===== src/rtl/draw_pkg.sv =====
// Shared definitions for the frame draw scheduler.
// Contents:
//   state_t       scheduler state encoding
//   CLEAR_COLOR   background colour written during the screen clear
//   PLAYER_COLOR  colour of the player marker
//   OBJ_*         field layout of one packed object record in obj_coords
//   obj_color()   per-object sprite colour lookup
package draw_pkg;

  typedef enum logic [2:0] {
    IDLE,
    CLEAR,
    SCAN,
    SPRITE,
    PLAYER,
    DONE
  } state_t;

  localparam logic [15:0] CLEAR_COLOR  = 16'h000F;
  localparam logic [15:0] PLAYER_COLOR = 16'hFFFF;

  // One object record: {valid, y[7:0], x[8:0]}
  localparam int unsigned OBJ_W     = 18;
  localparam int unsigned X_LSB     = 0;
  localparam int unsigned Y_LSB     = 9;
  localparam int unsigned VALID_BIT = 17;

  localparam int unsigned NUM_COLORS = 10;

  // Colour table repeats if more objects than entries are configured.
  function automatic logic [15:0] obj_color(input int unsigned idx);
    case (idx % NUM_COLORS)
      0:       return 16'h00FF;
      1:       return 16'h0F0F;
      2:       return 16'hF00F;
      3:       return 16'h0FFF;
      4:       return 16'hF0FF;
      5:       return 16'hFF0F;
      6:       return 16'h735F;
      7:       return 16'h892F;
      8:       return 16'h937F;
      default: return 16'h283F;
    endcase
  endfunction

endpackage


===== src/rtl/raster_counter.sv =====
// Two-dimensional raster counter, cx fastest.
// Ports:
//   CLOCK_50  clock
//   reset     synchronous active-high reset (counters to 0)
//   clear     force both counters to 0 on the next edge
//   step      advance one position; wraps to (0,0) after (W_MAX-1, H_MAX-1)
//   cx, cy    current position
//   last      high while at (W_MAX-1, H_MAX-1)
module raster_counter #(
  parameter int unsigned W_MAX = 320,
  parameter int unsigned H_MAX = 240,
  localparam int unsigned XW = (W_MAX > 1) ? $clog2(W_MAX) : 1,
  localparam int unsigned YW = (H_MAX > 1) ? $clog2(H_MAX) : 1
) (
  input  logic          CLOCK_50,
  input  logic          reset,
  input  logic          clear,
  input  logic          step,
  output logic [XW-1:0] cx,
  output logic [YW-1:0] cy,
  output logic          last
);

  localparam logic [XW-1:0] X_END = XW'(W_MAX - 1);
  localparam logic [YW-1:0] Y_END = YW'(H_MAX - 1);

  logic [XW-1:0] cx_q, cx_d;
  logic [YW-1:0] cy_q, cy_d;

  always_comb begin
    cx_d = cx_q;
    cy_d = cy_q;
    if (clear) begin
      cx_d = '0;
      cy_d = '0;
    end else if (step) begin
      if (cx_q == X_END) begin
        cx_d = '0;
        cy_d = (cy_q == Y_END) ? '0 : cy_q + 1'b1;
      end else begin
        cx_d = cx_q + 1'b1;
      end
    end
  end

  always_ff @(posedge CLOCK_50) begin
    if (reset) begin
      cx_q <= '0;
      cy_q <= '0;
    end else begin
      cx_q <= cx_d;
      cy_q <= cy_d;
    end
  end

  assign cx   = cx_q;
  assign cy   = cy_q;
  assign last = (cx_q == X_END) && (cy_q == Y_END);

endmodule


===== src/rtl/frame_draw_scheduler.sv =====
// Sequences one video frame into the VGA adapter pixel-write port:
// full-screen clear, then each valid 16x16 ball sprite, then the player marker.
// Ports:
//   CLOCK_50     50 MHz clock
//   reset        synchronous active-high reset
//   frame_start  one-cycle frame request (collapses into one pending request while busy)
//   obj_coords   NUM_OBJ packed {valid, y, x} records
//   centerX/Y    player marker top-left corner
//   x, y, color  pixel address and colour (Moore, decoded from registers)
//   writeEn      pixel write strobe; low for clipped sprite pixels
//   busy         high while a frame is in progress
//   frame_done   one-cycle pulse at the end of each frame
module frame_draw_scheduler
  import draw_pkg::*;
#(
  parameter int unsigned NUM_OBJ     = 10,
  parameter int unsigned SCREEN_W    = 320,
  parameter int unsigned SCREEN_H    = 240,
  parameter int unsigned SPRITE_SIZE = 16
) (
  input  logic                     CLOCK_50,
  input  logic                     reset,
  input  logic                     frame_start,
  input  logic [NUM_OBJ*OBJ_W-1:0] obj_coords,
  input  logic [8:0]               centerX,
  input  logic [7:0]               centerY,
  output logic [8:0]               x,
  output logic [7:0]               y,
  output logic [15:0]              color,
  output logic                     writeEn,
  output logic                     busy,
  output logic                     frame_done
);

  localparam int unsigned IDX_W  = (NUM_OBJ > 1) ? $clog2(NUM_OBJ) : 1;
  localparam int unsigned CLR_XW = (SCREEN_W > 1) ? $clog2(SCREEN_W) : 1;
  localparam int unsigned CLR_YW = (SCREEN_H > 1) ? $clog2(SCREEN_H) : 1;
  localparam int unsigned SPR_W  = (SPRITE_SIZE > 1) ? $clog2(SPRITE_SIZE) : 1;
  localparam logic [IDX_W-1:0] LAST_IDX = IDX_W'(NUM_OBJ - 1);

  state_t                   state_q, state_d;
  logic [IDX_W-1:0]         idx_q, idx_d;
  logic                     pending_q, pending_d;
  logic                     snap_en;
  logic [NUM_OBJ*OBJ_W-1:0] snap_obj_q;
  logic [8:0]               snap_cx_q;
  logic [7:0]               snap_cy_q;

  logic [CLR_XW-1:0] clr_cx;
  logic [CLR_YW-1:0] clr_cy;
  logic              clr_last;
  logic [SPR_W-1:0]  spr_cx;
  logic [SPR_W-1:0]  spr_cy;
  logic              spr_last;

  // Unpack the snapshot into per-object fields.
  logic [8:0] obj_x     [NUM_OBJ];
  logic [7:0] obj_y     [NUM_OBJ];
  logic       obj_valid [NUM_OBJ];

  for (genvar g = 0; g < NUM_OBJ; g++) begin : g_unpack
    assign obj_x[g]     = snap_obj_q[g*OBJ_W + X_LSB +: 9];
    assign obj_y[g]     = snap_obj_q[g*OBJ_W + Y_LSB +: 8];
    assign obj_valid[g] = snap_obj_q[g*OBJ_W + VALID_BIT];
  end

  raster_counter #(
    .W_MAX (SCREEN_W),
    .H_MAX (SCREEN_H)
  ) u_clear_raster (
    .CLOCK_50 (CLOCK_50),
    .reset    (reset),
    .clear    (state_q == IDLE),
    .step     (state_q == CLEAR),
    .cx       (clr_cx),
    .cy       (clr_cy),
    .last     (clr_last)
  );

  // Shared by SPRITE and PLAYER; it wraps to (0,0) after each sprite, and SCAN
  // clears it before every new sprite.
  raster_counter #(
    .W_MAX (SPRITE_SIZE),
    .H_MAX (SPRITE_SIZE)
  ) u_sprite_raster (
    .CLOCK_50 (CLOCK_50),
    .reset    (reset),
    .clear    (state_q == SCAN),
    .step     ((state_q == SPRITE) || (state_q == PLAYER)),
    .cx       (spr_cx),
    .cy       (spr_cy),
    .last     (spr_last)
  );

  always_comb begin
    state_d   = state_q;
    idx_d     = idx_q;
    pending_d = pending_q;
    snap_en   = 1'b0;

    if (frame_start && (state_q != IDLE)) begin
      pending_d = 1'b1;
    end

    unique case (state_q)
      IDLE: begin
        if (frame_start || pending_q) begin
          snap_en   = 1'b1;
          pending_d = 1'b0;
          idx_d     = '0;
          state_d   = CLEAR;
        end
      end
      CLEAR: begin
        if (clr_last) begin
          idx_d   = '0;
          state_d = SCAN;
        end
      end
      SCAN: begin
        if (obj_valid[idx_q]) begin
          state_d = SPRITE;
        end else if (idx_q == LAST_IDX) begin
          state_d = PLAYER;
        end else begin
          idx_d = idx_q + 1'b1;
        end
      end
      SPRITE: begin
        if (spr_last) begin
          if (idx_q == LAST_IDX) begin
            state_d = PLAYER;
          end else begin
            idx_d   = idx_q + 1'b1;
            state_d = SCAN;
          end
        end
      end
      PLAYER: begin
        if (spr_last) begin
          state_d = DONE;
        end
      end
      DONE: begin
        state_d = IDLE;
      end
      default: begin
        state_d = IDLE;
      end
    endcase
  end

  always_ff @(posedge CLOCK_50) begin
    if (reset) begin
      state_q    <= IDLE;
      idx_q      <= '0;
      pending_q  <= 1'b0;
      snap_obj_q <= '0;
      snap_cx_q  <= '0;
      snap_cy_q  <= '0;
    end else begin
      state_q   <= state_d;
      idx_q     <= idx_d;
      pending_q <= pending_d;
      if (snap_en) begin
        snap_obj_q <= obj_coords;
        snap_cx_q  <= centerX;
        snap_cy_q  <= centerY;
      end
    end
  end

  // Sprite pixel address, widened so off-screen sums are detected, not wrapped.
  logic [8:0] base_x;
  logic [7:0] base_y;
  logic [9:0] sum_x;
  logic [8:0] sum_y;
  logic       on_screen;

  always_comb begin
    base_x    = (state_q == PLAYER) ? snap_cx_q : obj_x[idx_q];
    base_y    = (state_q == PLAYER) ? snap_cy_q : obj_y[idx_q];
    sum_x     = {1'b0, base_x} + 10'(spr_cx);
    sum_y     = {1'b0, base_y} + 9'(spr_cy);
    on_screen = (sum_x < 10'(SCREEN_W)) && (sum_y < 9'(SCREEN_H));
  end

  always_comb begin
    x          = '0;
    y          = '0;
    color      = CLEAR_COLOR;
    writeEn    = 1'b0;
    frame_done = 1'b0;
    busy       = (state_q != IDLE);
    unique case (state_q)
      CLEAR: begin
        x       = 9'(clr_cx);
        y       = 8'(clr_cy);
        writeEn = 1'b1;
      end
      SPRITE: begin
        x       = sum_x[8:0];
        y       = sum_y[7:0];
        color   = obj_color(32'(idx_q));
        writeEn = on_screen;
      end
      PLAYER: begin
        x       = sum_x[8:0];
        y       = sum_y[7:0];
        color   = PLAYER_COLOR;
        writeEn = on_screen;
      end
      DONE: begin
        frame_done = 1'b1;
      end
      default: begin
      end
    endcase
  end

endmodule


===== config.mk =====
export PLATFORM = sky130hd
export DESIGN_NAME = frame_draw_scheduler
export DESIGN_NICKNAME = d
export VERILOG_FILES = /design/src/rtl/draw_pkg.sv /design/src/rtl/raster_counter.sv /design/src/rtl/frame_draw_scheduler.sv
export SDC_FILE = /design/constraint.sdc
export NUM_CORES = 1
export LEC_CHECK = 0
export ABC_AREA = 0
export CORE_MARGIN = 3
export CORE_UTILIZATION = 47
export CTS_CLUSTER_DIAMETER = 200
export DETAILED_ROUTE_END_ITERATION = 8
export GPL_ROUTABILITY_DRIVEN = 0
export PLACE_DENSITY = 0.77
export SYNTH_ARGS = -nofsm -noshare
export SYNTH_HDL_FRONTEND = slang
export SYNTH_HIERARCHICAL = 1
export SYNTH_SLANG_ARGS = --single-unit

===== constraint.sdc =====
create_clock -name CLOCK_50 -period 4.1 [get_ports CLOCK_50]
set_input_delay 0.615 -clock CLOCK_50 [delete_from_list [all_inputs] [get_ports CLOCK_50]]
set_output_delay 0.615 -clock CLOCK_50 [all_outputs]
set_load 0.005 [all_outputs]

==> results.cfg, run 1 <==
[global_routing]
antenna_found_initial = 0
grt_overflow = 0
grt_pass1_vias = 10500
grt_max_degree = 107
grt_pass1_wl_mm = 54.5
grt_usage = 0.260

[drt]
wl_per_cell_um = 18.1
drc_errors = 0
first_iter_violations = 950
vias = 10900
final_antenna_net_count = 0
first_pass_iters = 6
via_per_inst = 5.56
wirelength_mm = 35.6

[critical_path]
path_buf_inv = 6
endpoint_kind = output pin
rr_startpoint = u_clear_raster/cy[0]
worst_path_largest_cell_delay_ns = 0.49
worst_setup_path_start_kind = register
worst_ep_required_time_ns = 3.48
ff2ff_setup_slack_ns = 1.33
crit_top_cell = buf_6
crit_arrival_ns = 3.79
rr_worst_depth = 9
r2r-end = idx_q[3]
cpLargestDelayFamily = compound AO/OA/AOI/OAI gates
critPathMaxFanout = 5
worstSetupPathDepth = 18
cp_slowest_cell = mux4_2
crit_type = reg2out
crit_chain = buf_6, buf_6, mux4_2, mux2i_1, o221ai_1, o21a_1, ha_2, buf_6, a21o_1, a21oi_2, o21bai_2, buf_4, nand4_4, buf_6, o221ai_2, a21oi_2, a31o_1, buf_2

[synthesis]
yosysMostFrequentCell = nand2_1
synthAdderAreaFrac = 0.0301
muxShareOfSynthArea = 0.109
synthTopCellsByArea = dfxtp_1 (41%), nand2_1 (15%), a21oi_1 (10%)
synthDominantAreaCellType = dfxtp_1
yosysWarnings = 6
synthXorXnorAreaFrac = 0.0178
synthSimpleGateAreaFrac = 0.218
synth_seq_area_share = 0.407
synth_compound_area_frac = 0.163
async_flop_share = 0
ys.flop_type = dfxtp_1
ys_top_cells_by_count = nand2_1 (453), dfxtp_1 (230), a21oi_1 (226)
synthCells = 1395
synth_top_family_by_area = simple AND/OR/NAND/NOR gates
synth_cell_type_count = 79
syn_area_per_cell_um2 = 8.11
syn_area_um2 = 11300
synth_edf_count = 0
netlist.area_leader.share = 0.407
ys_seq_elements = 230

[timing]
fin_hold_ws_ns = 0.450
finalCritPeriodShare = 1.08
relSlewSlack = 0.448
finalClockSkew_ns = 0.0128
slew_viol_final = 0
min_period_ns = 4.41
timing.fmax_mhz = 227
hold_viol_final = 0
setup_tns_ns = -0.951
finalSetupViolCount = 7
worst-slew-pin-transition_ns = 0.808
finalWorstSetupSlack_ns = -0.309
rsz0062_at_grt = yes

[placed_design]
post_dp_cell_area_um2 = 14000
dp_hpwl_mm = 25.8
post-place-ws_ns = -0.0965
io_buffers = 231

[final_layout]
nets = 1856
final_core_util = 0.650
syn2layout_area_growth_pct = 35.2
num_antenna_cells = 0
final_layout_size_suffix_gt1_frac = 0.142
stdcell_area_um2 = 15300

[cts]
cts_tree = built
cts_buffers = 25
clock-sinks = 230
clk_latency_ns = 0.54
cts.htree.levels = 1
clock-root-buffer = clkbuf_16
cts.clk_slew.worst_paths_ns = 0.05
cts.path.max_buffers = 3

[hold_path]
min-delay-start = snap_obj_q[160]
min_path_type = reg2reg
min_path_cells = 2
hold_end = snap_obj_q[160]

[power_and_ir_drop]
vdd_ir_drop_max_v = 0.000589
leakage_nw = 5.78
p_per_area_nw_per_um2 = 577

[floorplanning]
die_y_um = 161
start_util = 0.481
die-area_um2 = 26000
core_area_um2 = 23500
ios = 236
num_rows = 56
die_w_um = 161

[outcome]
outcome = finished, violations left
violations = setup timing

[flow_run]
maxCapViolations = 0
==> cells by family after synthesis <==
group | Yosys count
AND/OR/NAND/NOR | 583
multiplexers | 78
flip-flops | 230
adder cells (fa/ha/maj) | 26
AO/OA/AOI/OAI | 329
XOR/XNOR | 23
buffers and inverters | 125
other | 1
==> layout by cell type (no fill, tap or decap), types with 5 or more instances in the layout <==
| cell | instances |
|---|---|
| mux2_2 | 14 |
| clkbuf_8 | 5 |
| nor2_1 | 44 |
| mux4_1 | 5 |
| nand2_1 | 452 |
| clkdlybuf4s50_1 | 216 |
| buf_6 | 11 |
| inv_2 | 5 |
| nand4_1 | 5 |
| a31oi_1 | 8 |
| o211ai_1 | 5 |
| o21ai_1 | 19 |
| a21oi_1 | 223 |
| a21oi_2 | 5 |
| or3_1 | 6 |
| mux4_2 | 28 |
| clkbuf_16 | 25 |
| xnor2_1 | 11 |
| mux2i_1 | 26 |
| buf_2 | 8 |
| nand3_1 | 13 |
| xor2_1 | 9 |
| o21a_1 | 7 |
| ha_1 | 20 |
| o21ai_0 | 19 |
| nand2b_1 | 7 |
| dfxtp_1 | 228 |
| inv_1 | 17 |
| nor3_1 | 11 |
| bufinv_16 | 5 |
| buf_4 | 57 |
| buf_12 | 8 |
==> stage by stage <==
step,total power [mW],cells
finish,8.82,1968
global route,9.27,1968
CTS,8.73,1959
detailed placement,6.15,1903
global placement,6.07,1903
floorplan,5.01,1398
==> worst reg2reg max path: cells and delay by family, from the launching register on <==
kind	cells	cell delay (ns)
AOI/OAI and AO/OA	3	0.69
DFF	1	0.39
adders and majority gates	1	0.22
and+or+nand+nor	4	1.33
buffers and inverters	1	0.05
==> final cells by class <==
| class | instances | area, µm² |
|---|---|---|
| Fill cell | 1946 | 8240 |
| Tap cell | 319 | 399 |
| Inverter | 24 | 93.8 |
| Clock inverter | 14 | 230 |
| Multi-Input combinational cell | 1043 | 6300 |
| Clock buffer | 32 | 702 |
| Timing Repair Buffer | 306 | 2960 |
| Sequential cell | 230 | 4610 |
==> flip-flops by register name, indices dropped and copies added, names as in the netlist <==
register,flops
pending_q,1
u_sprite_raster/cx,4
snap_cx_q,9
u_clear_raster/cx,9
state_q,3
snap_cy_q,8
u_clear_raster/cy,8
snap_obj_q,180
u_sprite_raster/cy,4
idx_q,4
==> routing by layer <==
metal | GRT usage | vias up | share of wire
met5 | 0 | - | 0
met4 | 0.100 | 0 | 0.043
met3 | 0.0436 | 96 | 0.068
met2 | 0.452 | 447 | 0.49
met1 | 0.324 | 5173 | 0.40
li1 | - | 5217 | -
==> power by group <==
group | internal [mW] | switching, mW
combinational | 1.34 | 1.94
clock | 1.54 | 0.963
sequential | 2.73 | 0.310
==> what timing repair did <==
action	4_1_cts	5_1_grt
buffers inserted	10	10
setup endpoints to repair	16	23
resized for setup	88	30
hold buffers	0	0
pin swaps	26	18
==> worst max path at each step <==
stage                    to      from
detailed placement  writeEn  idx_q[0]
global route        writeEn  idx_q[0]
finish              writeEn  idx_q[0]
global placement    writeEn  idx_q[0]
CTS                 writeEn  idx_q[0]
floorplan           writeEn  idx_q[1]
Power figures use the tool's default switching activity.
==> run 2: changes to the inputs <==
Settings changed: CTS_CLUSTER_DIAMETER 200 to not set.
==> results of run 2 <==
Final layout, timing and power as in run 1 (identical DEF).
